File: config.mk
export PLATFORM = sky130hd
export DESIGN_NAME = m_issue_ctrl
export DESIGN_NICKNAME = d
export VERILOG_FILES = /design/src/rtl/m_issue_pkg.sv /design/src/rtl/m_issue_ctrl_operand_chk.sv /design/src/rtl/m_issue_ctrl.sv
export SDC_FILE = /design/constraint.sdc
export NUM_CORES = 1
export LEC_CHECK = 0
export BUFFER_PORTS_ARGS = -buffer_cell sky130_fd_sc_hd__clkbuf_2
export CAP_MARGIN = 20
export CELL_PAD_IN_SITES_DETAIL_PLACEMENT = 1
export CELL_PAD_IN_SITES_GLOBAL_PLACEMENT = 1
export CORE_MARGIN = 4
export CORE_UTILIZATION = 35
export CTS_CLUSTER_SIZE = 20
export DETAILED_ROUTE_END_ITERATION = 16
export PLACE_DENSITY = 0.81
export SKIP_LAST_GASP = 1
export SLEW_MARGIN = 20
export SYNTH_ARGS = -nofsm -noshare
export SYNTH_HDL_FRONTEND = slang
export SYNTH_SLANG_ARGS = --single-unit
File: constraint.sdc
create_clock -name CLK -period 2.41 [get_ports CLK]
set_input_delay 0.1205 -clock CLK [delete_from_list [all_inputs] [get_ports CLK]]
set_output_delay 0.1205 -clock CLK [all_outputs]
set_load 0.1 [all_outputs]
File: src/rtl/m_issue_pkg.sv
// Shared types for the matrix issue controller: FSM state, register index and
// the request bundle handed to the systolic matrix unit.
package m_issue_pkg;
  localparam int M_NUM_MREGS = 16;
  localparam int M_MREG_W    = $clog2(M_NUM_MREGS);

  typedef logic [M_MREG_W-1:0] mreg_idx_t;

  typedef enum logic [2:0] {
    S_IDLE,
    S_WAIT_OPS,
    S_ISSUE,
    S_EXEC,
    S_WB
  } m_issue_state_t;

  typedef struct packed {
    mreg_idx_t rd;
    mreg_idx_t rs1;
    mreg_idx_t rs2;
    mreg_idx_t rs3;
  } m_issue_req_t;
endpackage

File: src/rtl/m_issue_ctrl_operand_chk.sv
// Combinational 3-way operand-ready lookup; repeated source indices are legal.
module m_operand_chk
  import m_issue_pkg::*;
#(
  parameter int NUM_MREGS = M_NUM_MREGS,
  parameter int MREG_W    = $clog2(NUM_MREGS)
) (
  input  logic [NUM_MREGS-1:0] mreg_rdy,
  input  logic [MREG_W-1:0]    rs1,
  input  logic [MREG_W-1:0]    rs2,
  input  logic [MREG_W-1:0]    rs3,
  output logic                 ops_rdy
);
  assign ops_rdy = mreg_rdy[rs1] & mreg_rdy[rs2] & mreg_rdy[rs3];
endmodule

File: src/rtl/m_issue_ctrl.sv
// Matrix MAC issue/completion controller for one status-table row.
// Optional EXEC watchdog enabled by defining M_ISSUE_TIMEOUT_EN.
module m_issue_ctrl
  import m_issue_pkg::*;
#(
  parameter int NUM_MREGS = M_NUM_MREGS,
  parameter int MREG_W    = $clog2(NUM_MREGS)
`ifdef M_ISSUE_TIMEOUT_EN
  ,
  parameter int TIMEOUT   = 255
`endif
) (
  input  logic                 CLK,
  input  logic                 RST,
  input  logic                 fust_busy,
  input  logic [MREG_W-1:0]    fust_rd,
  input  logic [MREG_W-1:0]    fust_rs1,
  input  logic [MREG_W-1:0]    fust_rs2,
  input  logic [MREG_W-1:0]    fust_rs3,
  input  logic [NUM_MREGS-1:0] mreg_rdy,
  input  logic                 flush,
  output logic                 mfu_valid,
  input  logic                 mfu_ready,
  output logic [MREG_W-1:0]    mfu_rd,
  output logic [MREG_W-1:0]    mfu_rs1,
  output logic [MREG_W-1:0]    mfu_rs2,
  output logic [MREG_W-1:0]    mfu_rs3,
  input  logic                 mfu_done,
  output logic                 wb_valid,
  output logic [MREG_W-1:0]    wb_rd,
  output logic                 fust_clr,
`ifdef M_ISSUE_TIMEOUT_EN
  output logic                 timeout_err,
`endif
  output logic                 busy
);
  m_issue_state_t state, nxt;
  m_issue_req_t   req_q;
  logic           ops_rdy, accept, abort, tmo;
  logic           drain, drain_nxt, clr_q;

  m_operand_chk #(.NUM_MREGS(NUM_MREGS), .MREG_W(MREG_W)) u_chk (
    .mreg_rdy (mreg_rdy),
    .rs1      (req_q.rs1),
    .rs2      (req_q.rs2),
    .rs3      (req_q.rs3),
    .ops_rdy  (ops_rdy)
  );

`ifdef M_ISSUE_TIMEOUT_EN
  localparam int CNT_W = $clog2(TIMEOUT + 1);
  logic [CNT_W-1:0] tcnt;

  // Fires on the TIMEOUT-th EXEC cycle; a coincident done still wins.
  assign tmo = (state == S_EXEC) && !mfu_done && (tcnt == CNT_W'(TIMEOUT - 1));

  always_ff @(posedge CLK or posedge RST) begin
    if (RST) begin
      tcnt        <= '0;
      timeout_err <= 1'b0;
    end else begin
      tcnt <= (state == S_EXEC) ? tcnt + 1'b1 : '0;
      if (tmo) timeout_err <= 1'b1;
    end
  end
`else
  assign tmo = 1'b0;
`endif

  always_comb begin
    nxt       = state;
    accept    = 1'b0;
    abort     = 1'b0;
    drain_nxt = drain;
    case (state)
      // clr_q blocks re-latching the row that is being cleared this cycle
      S_IDLE:
        if (fust_busy && !clr_q) begin
          nxt    = S_WAIT_OPS;
          accept = 1'b1;
        end
      S_WAIT_OPS:
        if (flush) begin
          nxt   = S_IDLE;
          abort = 1'b1;
        end else if (ops_rdy) nxt = S_ISSUE;
      S_ISSUE:
        if (flush) begin
          nxt   = S_IDLE;
          abort = 1'b1;
        end else if (mfu_ready) nxt = S_EXEC;
      S_EXEC: begin
        if (flush) drain_nxt = 1'b1;
        if (mfu_done) begin
          if (drain || flush) begin
            nxt   = S_IDLE;
            abort = 1'b1;
          end else nxt = S_WB;
        end else if (tmo) begin
          nxt   = S_IDLE;
          abort = 1'b1;
        end
      end
      S_WB:    nxt = S_IDLE;
      default: nxt = S_IDLE;
    endcase
    if (nxt != S_EXEC) drain_nxt = 1'b0;
  end

  always_ff @(posedge CLK or posedge RST) begin
    if (RST) begin
      state <= S_IDLE;
      req_q <= '0;
      drain <= 1'b0;
      clr_q <= 1'b0;
    end else begin
      state <= nxt;
      drain <= drain_nxt;
      clr_q <= abort;
      if (accept) req_q <= '{rd: fust_rd, rs1: fust_rs1, rs2: fust_rs2, rs3: fust_rs3};
    end
  end

  assign mfu_valid = (state == S_ISSUE);
  assign mfu_rd    = req_q.rd;
  assign mfu_rs1   = req_q.rs1;
  assign mfu_rs2   = req_q.rs2;
  assign mfu_rs3   = req_q.rs3;
  assign wb_valid  = (state == S_WB);
  assign wb_rd     = req_q.rd;
  assign fust_clr  = (state == S_WB) | clr_q;
  assign busy      = (state != S_IDLE);
endmodule

==> metrics.txt, run 1 <==
# TYPE chip_impl_metric gauge
chip_impl_info{name="predominant_post_synthesis_flop_cell",value="sky130_fd_sc_hd__dfrtp_1"} 1
chip_impl_info{name="synth.cells.most_frequent",value="21 x sky130_fd_sc_hd__dfrtp_1, 13 x sky130_fd_sc_hd__mux4_2, 9 x sky130_fd_sc_hd__mux2_4"} 1
chip_impl_metric{name="cts_htree_levels",unit=""} 1
chip_impl_metric{name="dieHeight",unit="um"} 69.5
chip_impl_metric{name="floorplan.io_pins",unit=""} 62
chip_impl_metric{name="synth-seq-cells",unit=""} 21
chip_impl_info{name="run_status",value="finished with violations"} 1
chip_impl_metric{name="gp_congestion",unit=""} 0.804
chip_impl_metric{name="coreArea",unit="um^2"} 3660
chip_impl_metric{name="worst-endpoint-arrival",unit="ns"} 2.05
chip_impl_metric{name="port-buffer-count",unit=""} 61
chip_impl_metric{name="dp_cells",unit=""} 194
chip_impl_metric{name="post_synth_instance_area",unit="um^2"} 1320
chip_impl_info{name="hold_path.class",value="primary input to async pin"} 1
chip_impl_metric{name="std_cell_rows",unit=""} 22
chip_impl_metric{name="synth.avg_cell_area",unit="um^2"} 14.5
chip_impl_metric{name="worst-endpoint-required",unit="ns"} 2.54
chip_impl_metric{name="floorplan.initialDensity",unit="%"} 36.1
chip_impl_metric{name="post_route_cells_drive_above_1_share",unit="%"} 64.7
chip_impl_metric{name="clkTransAtPathRegs",unit="ns"} 0.07
chip_impl_metric{name="cts_post_setup_buffers_inserted",unit=""} 0
chip_impl_metric{name="mappedNetlistNets",unit=""} 129
chip_impl_info{name="end_kind",value="register"} 1
chip_impl_metric{name="setup_viol",unit=""} 0
chip_impl_metric{name="setup_tns",unit="ns"} 0
chip_impl_metric{name="wirelength",unit="um"} 3420
chip_impl_metric{name="die-area",unit="um^2"} 4830
chip_impl_metric{name="worst-r2r-setup-slack",unit="ns"} 0.49
chip_impl_metric{name="grt_max_degree",unit=""} 22
chip_impl_metric{name="synth-warning-count",unit=""} 0
chip_impl_metric{name="dp.final_hpwl",unit="um"} 2900
chip_impl_metric{name="timing.max_slew.rel_slack",unit="%"} 47.2
chip_impl_metric{name="skew",unit="ns"} 0.00157
chip_impl_metric{name="routed-via-count",unit=""} 1017
chip_impl_info{name="cts_tree",value="yes"} 1
chip_impl_metric{name="first_global_vias",unit=""} 1166
chip_impl_metric{name="ys_types",unit=""} 26
chip_impl_metric{name="synth_sequential_area_ratio",unit="%"} 39.7
chip_impl_metric{name="finalCritPeriodShare",unit="%"} 79.6
chip_impl_info{name="clockRootBuffer",value="sky130_fd_sc_hd__clkbuf_8"} 1
chip_impl_metric{name="antenna_cells_inserted",unit=""} 0
chip_impl_metric{name="tightestPinTransition",unit="ns"} 0.791
chip_impl_metric{name="num-nets-final",unit=""} 189
chip_impl_metric{name="groute.usage.overall",unit="%"} 15.2
chip_impl_metric{name="drt_drc_violations_left",unit=""} 0
chip_impl_metric{name="period_needed",unit="ns"} 1.92
chip_impl_metric{name="fillerInstances",unit=""} 401
chip_impl_info{name="synthMostInstantiatedCell",value="sky130_fd_sc_hd__dfrtp_1"} 1
chip_impl_metric{name="postRouteAntennaNets",unit=""} 0
chip_impl_metric{name="grt_pass1_wl",unit="um"} 5810
chip_impl_metric{name="placedInstanceArea",unit="um^2"} 1630
chip_impl_metric{name="postSynthCellCount",unit=""} 91
chip_impl_metric{name="cts_buffers",unit=""} 3
chip_impl_metric{name="number_of_buffers_between_clock_root_and_the_deepest_sink",unit=""} 2
chip_impl_info{name="synth_area_leaders",value="sky130_fd_sc_hd__dfrtp_1 40%, sky130_fd_sc_hd__mux4_2 22%, sky130_fd_sc_hd__mux2_4 10%, sky130_fd_sc_hd__mux2_2 6.0%, sky130_fd_sc_hd__mux2i_1 4.5%"} 1
chip_impl_metric{name="final_cell_count_no_fill",unit=""} 198
chip_impl_info{name="criticalPathCategory",value="register to register"} 1
chip_impl_metric{name="drtIter0Drc",unit=""} 33
chip_impl_metric{name="synth-async-reset-ratio",unit="%"} 100
chip_impl_metric{name="cts_hold_buf",unit=""} 0
chip_impl_metric{name="cap_violations",unit=""} 0
chip_impl_metric{name="vias_per_inst",unit=""} 5.14
chip_impl_info{name="synth_top_area_cell",value="sky130_fd_sc_hd__dfrtp_1"} 1
chip_impl_metric{name="max_freq",unit="MHz"} 521
chip_impl_metric{name="floorplan.die.width",unit="um"} 69.5
chip_impl_metric{name="tritoncts_num_sinks",unit=""} 21
chip_impl_info{name="worst_r2r_startpoint",value="mfu_rs2[0]"} 1
chip_impl_metric{name="final_area",unit="um^2"} 1680
chip_impl_metric{name="syn2layout_area_growth",unit="%"} 27.0
chip_impl_metric{name="cts-resized-gates",unit=""} 0
chip_impl_metric{name="clock_insertion_delay_worst_skew",unit="ns"} 0.26
chip_impl_info{name="rsz0062_at_grt",value="no"} 1
chip_impl_metric{name="yosysTopAreaCellShare",unit="%"} 39.7
chip_impl_metric{name="whs",unit="ns"} -0.0205
chip_impl_metric{name="worstPathMaxFanout",unit=""} 6
chip_impl_metric{name="slew_violations",unit=""} 0
chip_impl_info{name="rr_endpoint",value="state[1]"} 1
chip_impl_metric{name="grt_antenna_before_repair",unit=""} 0
chip_impl_info{name="startpoint_types",value="register"} 1
chip_impl_metric{name="routed_wire_length_per_instance",unit="um"} 17.3
chip_impl_metric{name="total_global_routing_overflow",unit=""} 0
chip_impl_metric{name="synth_edf_count",unit=""} 0
chip_impl_metric{name="drt-pass1-iter-count",unit=""} 4
chip_impl_metric{name="timing_hold_violations_final",unit=""} 21
chip_impl_info{name="failing_checks",value="negative hold slack"} 1
chip_impl_metric{name="count_of_cells_along_the_worst_register_to_register_path",unit=""} 4
per-layer routing:
layer | share of wire [%] | global-route usage (%) | up-vias
met3 | 5.4 | 4.64 | 9
met5 | 0 | 0 | -
li1 | - | - | 465
met4 | 2.7 | 6.72 | 0
met1 | 33 | 15.0 | 510
met2 | 58 | 28.8 | 33
how the worst max path moves through the flow:
stage | from | endpoint | slack [ns]
floorplan | mfu_rs2[0] | state[1] | 0.01
global placement | mfu_rs2[0] | state[1] | 0.54
detailed placement | mfu_rs2[0] | state[1] | 0.47
CTS | mfu_rs2[0] | state[1] | 0.46
global route | mfu_rs2[0] | state[1] | 0.39
finish | mfu_rs2[0] | state[1] | 0.49
metrics by stage:
step | utilization [%] | setup slack (ns)
after floorplan | - | 0.00985
after global placement | 44.6 | 0.537
after detailed placement | 44.6 | 0.474
after CTS | 45.9 | 0.459
after global routing | 45.9 | 0.392
final | 45.9 | 0.492
cells in the final DEF, fill, tap and decap left out:
master / Yosys / final
sky130_fd_sc_hd__nor3b_4: 0 / 1
sky130_fd_sc_hd__mux2_2: 7 / 7
sky130_fd_sc_hd__buf_4: 4 / 1
sky130_fd_sc_hd__or3b_1: 1 / 1
sky130_fd_sc_hd__nor4_1: 1 / 1
sky130_fd_sc_hd__nand2_1: 2 / 2
sky130_fd_sc_hd__a21o_1: 1 / 1
sky130_fd_sc_hd__o22ai_1: 1 / 1
sky130_fd_sc_hd__nand3_1: 1 / 1
sky130_fd_sc_hd__nor2_1: 5 / 5
sky130_fd_sc_hd__nor4b_1: 1 / 1
sky130_fd_sc_hd__or3_4: 1 / 1
sky130_fd_sc_hd__nor2b_1: 1 / 1
sky130_fd_sc_hd__nand2b_1: 1 / 1
sky130_fd_sc_hd__a2bb2oi_1: 1 / 1
sky130_fd_sc_hd__a21oi_1: 2 / 2
sky130_fd_sc_hd__mux2_4: 9 / 9
sky130_fd_sc_hd__o21ai_0: 3 / 3
sky130_fd_sc_hd__inv_1: 3 / 3
sky130_fd_sc_hd__clkbuf_2: 0 / 61
sky130_fd_sc_hd__or2_2: 1 / 1
sky130_fd_sc_hd__clkbuf_1: 0 / 1
sky130_fd_sc_hd__mux4_2: 13 / 13
sky130_fd_sc_hd__clkbuf_8: 0 / 3
sky130_fd_sc_hd__mux2i_1: 6 / 6
sky130_fd_sc_hd__dfrtp_1: 21 / 21
sky130_fd_sc_hd__nand4_1: 1 / 1
sequential cells by signal, indices dropped and copies added (netlist names):
| signal | count |
|---|---|
| clr_q | 1 |
| drain | 1 |
| mfu_rd | 4 |
| mfu_rs1 | 4 |
| mfu_rs2 | 4 |
| mfu_rs3 | 4 |
| state | 3 |
critical path: stages (launching register included):
cell                      delay [ns]
sky130_fd_sc_hd__dfrtp_1        0.54
sky130_fd_sc_hd__mux4_2         0.56
sky130_fd_sc_hd__mux4_2         0.48
sky130_fd_sc_hd__nand4_1        0.11
sky130_fd_sc_hd__o21ai_0        0.10
cell families (layout without fill, tap and decap cells):
group / after synthesis / in the layout / share of synthesized area [%]
simple gates: 17 / 17 / 7.48
mux: 35 / 35 / 42.9
compound gates: 8 / 8 / 3.60
buf+inv: 10 / 69 / 6.34
flops: 21 / 21 / 39.7
area by class of cell:
type / instances / area (um^2) / area share (%)
Multi-Input combinational cell: 60 / 724 / 43.1
Sequential cell: 21 / 526 / 31.3
Timing Repair Buffer: 62 / 313 / 18.6
Tap cell: 48 / 60.1 / 3.58
Clock buffer: 4 / 45.0 / 2.68
Inverter: 3 / 11.3 / 0.671
Power of run 1 is not shown: default switching activity piles up to over one toggle a cycle in this logic, so the estimate is an artifact.
==> inputs of run 2 (changes only) <==
- CORE_UTILIZATION: 35 -> 32
- PLACE_DENSITY: 0.81 -> 0.78
- clock period: 2.41 -> 1.72 ns (I/O delays scaled with it)
==> run 2 against run 1 <==
The run ends with negative setup slack left. Wire length rose by 1.1%. Non-clock buffer count is 5 higher. Sequential share of layout area down 0.81 points. Register-to-register slack lost 0.55 ns. Utilization down 1.9 points. Cell area up 4.6%. Worst setup slack lost 0.55 ns. Global-route usage down 1.3 points. Hold slack improved by 0.073 ns. Die area increased by 8.3%. Maximum frequency up 7.9%. Count of clock-buffer cells in the layout stayed put. Largest cell class unchanged.
==> metrics.txt, run 2 (synthesized netlist as in run 1, its figures left out) <==
# TYPE chip_impl_metric gauge
chip_impl_info{name="run_status",value="finished with violations"} 1
chip_impl_info{name="failing_checks",value="negative setup slack"} 1
chip_impl_metric{name="floorplan.initialDensity",unit="%"} 33.1
chip_impl_metric{name="post_route_cells_drive_above_1_share",unit="%"} 70.3
chip_impl_metric{name="worst-endpoint-required",unit="ns"} 1.86
chip_impl_metric{name="worstPathMaxFanout",unit=""} 5
chip_impl_metric{name="wirelength",unit="um"} 3460
chip_impl_metric{name="dp_cells",unit=""} 199
chip_impl_info{name="hold_path.class",value="primary input to register"} 1
chip_impl_metric{name="port-buffer-count",unit=""} 61
chip_impl_metric{name="setup_viol",unit=""} 12
chip_impl_info{name="final_common_cell",value="sky130_fd_sc_hd__clkbuf_2"} 1
chip_impl_metric{name="clkTransAtPathRegs",unit="ns"} 0.08
chip_impl_metric{name="grt_pass1_wl",unit="um"} 5680
chip_impl_metric{name="antenna_cells_inserted",unit=""} 0
chip_impl_metric{name="skew",unit="ns"} 0.00510
chip_impl_metric{name="final_cell_count_no_fill",unit=""} 205
chip_impl_metric{name="timing_hold_violations_final",unit=""} 0
chip_impl_info{name="end_kind",value="register"} 1
chip_impl_metric{name="grt_max_degree",unit=""} 22
chip_impl_metric{name="syn2layout_area_growth",unit="%"} 32.8
chip_impl_metric{name="routed_wire_length_per_instance",unit="um"} 16.9
chip_impl_metric{name="gp_congestion",unit=""} 0.888
chip_impl_metric{name="drtIter0Drc",unit=""} 27
chip_impl_metric{name="place_worst_setup_slack",unit="ns"} -0.0674
chip_impl_metric{name="clock_insertion_delay_worst_skew",unit="ns"} 0.26
chip_impl_info{name="rsz0062_at_grt",value="yes"} 1
chip_impl_metric{name="num-nets-final",unit=""} 194
chip_impl_info{name="crit_path_frequent_cell",value="sky130_fd_sc_hd__mux4_2"} 1
chip_impl_metric{name="period_needed",unit="ns"} 1.78
chip_impl_metric{name="finalWorstSetupSlack",unit="ns"} -0.0578
chip_impl_metric{name="cts_buffers",unit=""} 3
chip_impl_info{name="path_delay_family",value="multiplexers"} 1
chip_impl_info{name="final_cell_mix",value="59 x sky130_fd_sc_hd__clkbuf_2, 15 x sky130_fd_sc_hd__dfrtp_1, 13 x sky130_fd_sc_hd__mux4_2"} 1
chip_impl_info{name="crit_chain",value="mux4_2 -> mux4_2 -> nand4_1 -> o21ai_1"} 1
chip_impl_metric{name="floorplan.die.width",unit="um"} 72.3
chip_impl_metric{name="std_cell_rows",unit=""} 23
chip_impl_metric{name="setup_tns",unit="ns"} -0.270
chip_impl_info{name="criticalPathCategory",value="register to register"} 1
chip_impl_metric{name="coreArea",unit="um^2"} 4000
chip_impl_metric{name="timing.max_slew.rel_slack",unit="%"} 45.5
chip_impl_metric{name="slew_violations",unit=""} 0
chip_impl_metric{name="groute.usage.overall",unit="%"} 13.9
chip_impl_info{name="cp_slowest_cell",value="sky130_fd_sc_hd__mux4_2"} 1
chip_impl_info{name="clockRootBuffer",value="sky130_fd_sc_hd__clkbuf_8"} 1
chip_impl_metric{name="postRouteAntennaNets",unit=""} 0
chip_impl_metric{name="vias_per_inst",unit=""} 5.20
chip_impl_metric{name="dp.final_hpwl",unit="um"} 2920
chip_impl_metric{name="cts_htree_levels",unit=""} 1
chip_impl_metric{name="routed-via-count",unit=""} 1067
chip_impl_metric{name="finalCritPeriodShare",unit="%"} 103
chip_impl_metric{name="tightestPinTransition",unit="ns"} 0.817
chip_impl_metric{name="max_freq",unit="MHz"} 563
chip_impl_metric{name="tritoncts_num_sinks",unit=""} 21
chip_impl_metric{name="die-area",unit="um^2"} 5230
chip_impl_metric{name="drt-pass1-iter-count",unit=""} 4
chip_impl_metric{name="total_global_routing_overflow",unit=""} 0
chip_impl_metric{name="first_global_vias",unit=""} 1166
chip_impl_metric{name="dieHeight",unit="um"} 72.3
chip_impl_metric{name="worst-endpoint-arrival",unit="ns"} 1.92
chip_impl_metric{name="cap_violations",unit=""} 0
chip_impl_metric{name="slowest_delay",unit="ns"} 0.51
chip_impl_metric{name="floorplan.io_pins",unit=""} 62
chip_impl_metric{name="grt_antenna_before_repair",unit=""} 0
chip_impl_metric{name="drt_drc_violations_left",unit=""} 0
chip_impl_metric{name="critical_path_buf_inv_count",unit=""} 0
chip_impl_metric{name="number_of_buffers_between_clock_root_and_the_deepest_sink",unit=""} 2
chip_impl_metric{name="utilization_after_layout",unit="%"} 43.9
chip_impl_info{name="cts_tree",value="yes"} 1
chip_impl_info{name="startpoint_types",value="register"} 1
[run 2: changes by cell type in the layout (fill, tap and decap cells not counted), sizes merged]
cell and delta:
buf +6, clkbuf -2, dlygate4sd3 +1
[run 2: per-layer routing]
metal | up-vias | track usage (%) | part of all wire (%)
met5 | - | 0 | 0
met4 | 0 | 3.13 | 0.69
met3 | 4 | 2.63 | 6.7
met2 | 49 | 24.0 | 51
met1 | 541 | 18.1 | 42
li1 | 473 | - | -
[run 2: path summary, 6_finish.rpt]
path,slack [ns],depth (start not counted),end,start
max,-0.06,4,state[1],mfu_rs2[0]
min,0.05,2,mfu_rs2[0],fust_rs2[0]
max reg2reg,-0.06,4,state[1],mfu_rs2[0]
min reg2reg,0.46,1,state[2],drain
max in group asynchronous,0.61,3,mfu_rs2[0],RST
min in group asynchronous,0.52,3,state[1],RST
[run 2: final cells by class]
type                       count  area, um^2
fill                         442        2240
timing repair buffer          67         370
sequential                    21         536
inverter                       3        11.3
clock buffer                   4        45.0
tap                           50        62.6
multi-input combinational     60         732
[run 2: repair_timing]
item | in CTS | in global routing
endpoints found under the hold margin | 21 | 0
hold buffers | 1 | 0
setup buffers | 1 | 0
resized for setup | 1 | 0
setup endpoints to repair | 18 | 18
[run 2: stage by stage]
step	area, um^2	hold slack, ns
global route	1760	0.0518
detailed placement	1690	0.264
CTS	1760	0.0508
global placement	1690	0.232
floorplan	1350	0.0622
finish	1760	0.0529
Power of run 2 is left out for the same reason.
==> inputs of run 3 (changes only) <==
- ABC_AREA: not set -> 1
- CORE_UTILIZATION: 32 -> 29
- PLACE_DENSITY: 0.78 -> 0.79
==> run 3 against run 2 <==
The run now ends clean. Synthesized cell count grew 130%. Worst setup slack gained 0.17 ns. Cell area grew 5.3%. First-iteration DRC count grew 120%. Highest routed layer unchanged. Utilization shrank 5.0 points.
==> metrics.txt, run 3 <==
# TYPE chip_impl_metric gauge
chip_impl_info{name="final_common_cell",value="sky130_fd_sc_hd__nand2_1"} 1
chip_impl_info{name="cts_tree",value="yes"} 1
chip_impl_metric{name="groute.usage.overall",unit="%"} 15.6
chip_impl_metric{name="placedInstanceArea",unit="um^2"} 1790
chip_impl_metric{name="count_of_cells_along_the_worst_register_to_register_path",unit=""} 4
chip_impl_metric{name="cts_htree_levels",unit=""} 1
chip_impl_metric{name="cap_violations",unit=""} 0
chip_impl_metric{name="finalCritPeriodShare",unit="%"} 93.6
chip_impl_metric{name="timing.hold.worst_path_depth",unit=""} 2
chip_impl_info{name="synth.cells.most_frequent",value="75 x sky130_fd_sc_hd__nand2_1, 34 x sky130_fd_sc_hd__nand3_1, 21 x sky130_fd_sc_hd__dfrtp_1, 21 x sky130_fd_sc_hd__inv_1, 17 x sky130_fd_sc_hd__nor2_1"} 1
chip_impl_metric{name="synth-warning-count",unit=""} 0
chip_impl_metric{name="critical_path_buf_inv_count",unit=""} 2
chip_impl_metric{name="drtIter0Drc",unit=""} 60
chip_impl_metric{name="grt_max_degree",unit=""} 30
chip_impl_metric{name="clkTransAtPathRegs",unit="ns"} 0.07
chip_impl_metric{name="timing_hold_violations_final",unit=""} 0
chip_impl_metric{name="gp_congestion",unit=""} 0.837
chip_impl_info{name="cp_slowest_cell",value="sky130_fd_sc_hd__dfrtp_1"} 1
chip_impl_metric{name="mappedNetlistNets",unit=""} 248
chip_impl_metric{name="floorplan.initialDensity",unit="%"} 30.2
chip_impl_metric{name="skew",unit="ns"} 0.00182
chip_impl_metric{name="postRouteAntennaNets",unit=""} 0
chip_impl_metric{name="grt_antenna_before_repair",unit=""} 0
chip_impl_info{name="hold_path.class",value="primary input to register"} 1
chip_impl_metric{name="synth.avg_cell_area",unit="um^2"} 6.85
chip_impl_metric{name="std_cell_rows",unit=""} 25
chip_impl_metric{name="vias_per_inst",unit=""} 4.61
chip_impl_metric{name="finalWorstSetupSlack",unit="ns"} 0.111
chip_impl_metric{name="dieHeight",unit="um"} 78.4
chip_impl_metric{name="period_needed",unit="ns"} 1.61
chip_impl_metric{name="timing.max_slew.rel_slack",unit="%"} 63.3
chip_impl_metric{name="yosysTopAreaCellShare",unit="%"} 36.6
chip_impl_metric{name="floorplan.die.width",unit="um"} 78.4
chip_impl_metric{name="tightestPinTransition",unit="ns"} 0.553
chip_impl_metric{name="post_route_cells_drive_above_1_share",unit="%"} 31.3
chip_impl_info{name="worst_r2r_startpoint",value="state[0]"} 1
chip_impl_metric{name="floorplan.io_pins",unit=""} 62
chip_impl_metric{name="final_area",unit="um^2"} 1850
chip_impl_info{name="synthMostInstantiatedCell",value="sky130_fd_sc_hd__nand2_1"} 1
chip_impl_metric{name="post_synth_instance_area",unit="um^2"} 1440
chip_impl_info{name="criticalPathCategory",value="register to output port"} 1
chip_impl_info{name="synth_top_area_cell",value="sky130_fd_sc_hd__dfrtp_1"} 1
chip_impl_info{name="capture_endpoint_of_the_worst_hold_path",value="state[2]"} 1
chip_impl_metric{name="synth-async-reset-ratio",unit="%"} 100
chip_impl_metric{name="slowest_delay",unit="ns"} 0.43
chip_impl_metric{name="first_global_vias",unit=""} 1623
chip_impl_info{name="startpoint_types",value="register"} 1
chip_impl_metric{name="worst-r2r-setup-slack",unit="ns"} 0.34
chip_impl_metric{name="slew_violations",unit=""} 0
chip_impl_info{name="rsz0062_at_grt",value="no"} 1
chip_impl_metric{name="synth_sequential_area_ratio",unit="%"} 36.6
chip_impl_metric{name="routed-via-count",unit=""} 1545
chip_impl_metric{name="number_of_buffers_between_clock_root_and_the_deepest_sink",unit=""} 2
chip_impl_metric{name="antenna_cells_inserted",unit=""} 0
chip_impl_metric{name="grt_pass1_wl",unit="um"} 7680
chip_impl_metric{name="synth-seq-cells",unit=""} 21
chip_impl_info{name="crit_chain",value="inv_1 -> nand2_1 -> nor2_2 -> buf_2"} 1
chip_impl_info{name="clockRootBuffer",value="sky130_fd_sc_hd__clkbuf_8"} 1
chip_impl_metric{name="drt-pass1-iter-count",unit=""} 4
chip_impl_info{name="path_delay_family",value="buffers and inverters"} 1
chip_impl_metric{name="postSynthCellCount",unit=""} 210
chip_impl_info{name="hp-start",value="flush"} 1
chip_impl_info{name="run_status",value="finished clean"} 1
chip_impl_info{name="rr_endpoint",value="mfu_rd[3]"} 1
chip_impl_metric{name="wirelength",unit="um"} 4560
chip_impl_metric{name="total_global_routing_overflow",unit=""} 0
chip_impl_metric{name="ys_types",unit=""} 19
chip_impl_metric{name="setup_viol",unit=""} 0
chip_impl_metric{name="syn2layout_area_growth",unit="%"} 28.6
chip_impl_metric{name="worstPathMaxFanout",unit=""} 5
chip_impl_metric{name="port-buffer-count",unit=""} 61
chip_impl_metric{name="cts_buffers",unit=""} 3
chip_impl_metric{name="setup_tns",unit="ns"} 0
chip_impl_metric{name="num-nets-final",unit=""} 307
chip_impl_info{name="predominant_post_synthesis_flop_cell",value="sky130_fd_sc_hd__dfrtp_1"} 1
chip_impl_metric{name="routed_wire_length_per_instance",unit="um"} 13.6
chip_impl_metric{name="tritoncts_num_sinks",unit=""} 21
chip_impl_info{name="end_kind",value="output port"} 1
chip_impl_metric{name="coreArea",unit="um^2"} 4750
chip_impl_metric{name="clock_insertion_delay_worst_skew",unit="ns"} 0.26
chip_impl_metric{name="cts_post_setup_buffers_inserted",unit=""} 0
chip_impl_metric{name="whs",unit="ns"} 0.0384
chip_impl_metric{name="worst-endpoint-arrival",unit="ns"} 1.52
chip_impl_info{name="synth_area_leaders",value="sky130_fd_sc_hd__dfrtp_1 37%, sky130_fd_sc_hd__nand2_1 20%, sky130_fd_sc_hd__nand3_1 12%, sky130_fd_sc_hd__inv_1 5.5%, sky130_fd_sc_hd__a21oi_1 5.2%"} 1
chip_impl_metric{name="dp.final_hpwl",unit="um"} 3740
chip_impl_metric{name="place_worst_setup_slack",unit="ns"} 0.347
chip_impl_metric{name="synth_edf_count",unit=""} 0
chip_impl_metric{name="drt_drc_violations_left",unit=""} 0
chip_impl_metric{name="max_freq",unit="MHz"} 621
chip_impl_metric{name="die-area",unit="um^2"} 6150
chip_impl_info{name="final_cell_mix",value="75 x sky130_fd_sc_hd__nand2_1, 58 x sky130_fd_sc_hd__clkbuf_2, 34 x sky130_fd_sc_hd__nand3_1"} 1
chip_impl_metric{name="worst-endpoint-required",unit="ns"} 1.63
==> run 3: changes by cell type after synthesis, sizes merged, moves of 2 or more <==
cell | previous run | this run
mux2i | 6 | 0
nor2 | 5 | 18
mux2 | 16 | 4
a21oi | 2 | 15
nor3 | 0 | 3
nand2 | 2 | 75
buf | 7 | 9
nand3 | 1 | 34
mux4 | 13 | 0
inv | 3 | 24
==> run 3: worst max-delay path by stage <==
stage	startpoint	to	slack (ns)	depth (start not counted)
finish	state[0]	wb_valid	0.11	4
global route	state[0]	wb_valid	0.01	4
CTS	state[0]	wb_valid	0.07	4
detailed placement	mfu_rs1[0]	state[0]	0.35	10
global placement	mfu_rs1[1]	state[1]	0.37	10
floorplan	state[2]	drain	0.002	3
==> run 3: layout make-up <==
type                            instances  area [um^2]
Clock buffer                            4         45.0
Fill cell                             658         2910
Inverter                               24          110
Multi-Input combinational cell        155          729
Sequential cell                        21          533
Tap cell                               67         83.8
Timing Repair Buffer                   64          348
==> run 3: cell families after synthesis <==
| logic type | count (synthesis) | share of synthesized area (%) |
|---|---|---|
| compound gates | 19 | 6.70 |
| mux | 4 | 4.18 |
| buf+inv | 34 | 13.9 |
| flops | 21 | 36.6 |
| simple gates | 132 | 38.6 |
==> run 3: repair_timing <==
item | 4_1_cts | 5_1_grt
setup endpoints to repair | 0 | 1
gates resized for setup | 0 | 1
hold endpoints to repair | 21 | 0
hold buffers | 1 | 0
==> run 3: per-layer routing <==
metal	share of wire [%]	global-route usage, %
met1	45	20.1
met2	49	26.8
met3	5.7	3.78
met4	0.72	2.62
met5	0	0
==> run 3: per-stage QoR <==
| step | util [%] | std cells |
|---|---|---|
| 2_1_floorplan | - | 210 |
| 3_3_place_gp | 37.7 | 330 |
| 3_5_place_dp | 37.7 | 330 |
| 4_1_cts | 38.9 | 335 |
| 5_1_grt | 38.9 | 335 |
| 6_report | 38.9 | 335 |
Power of run 3 is left out for the same reason.
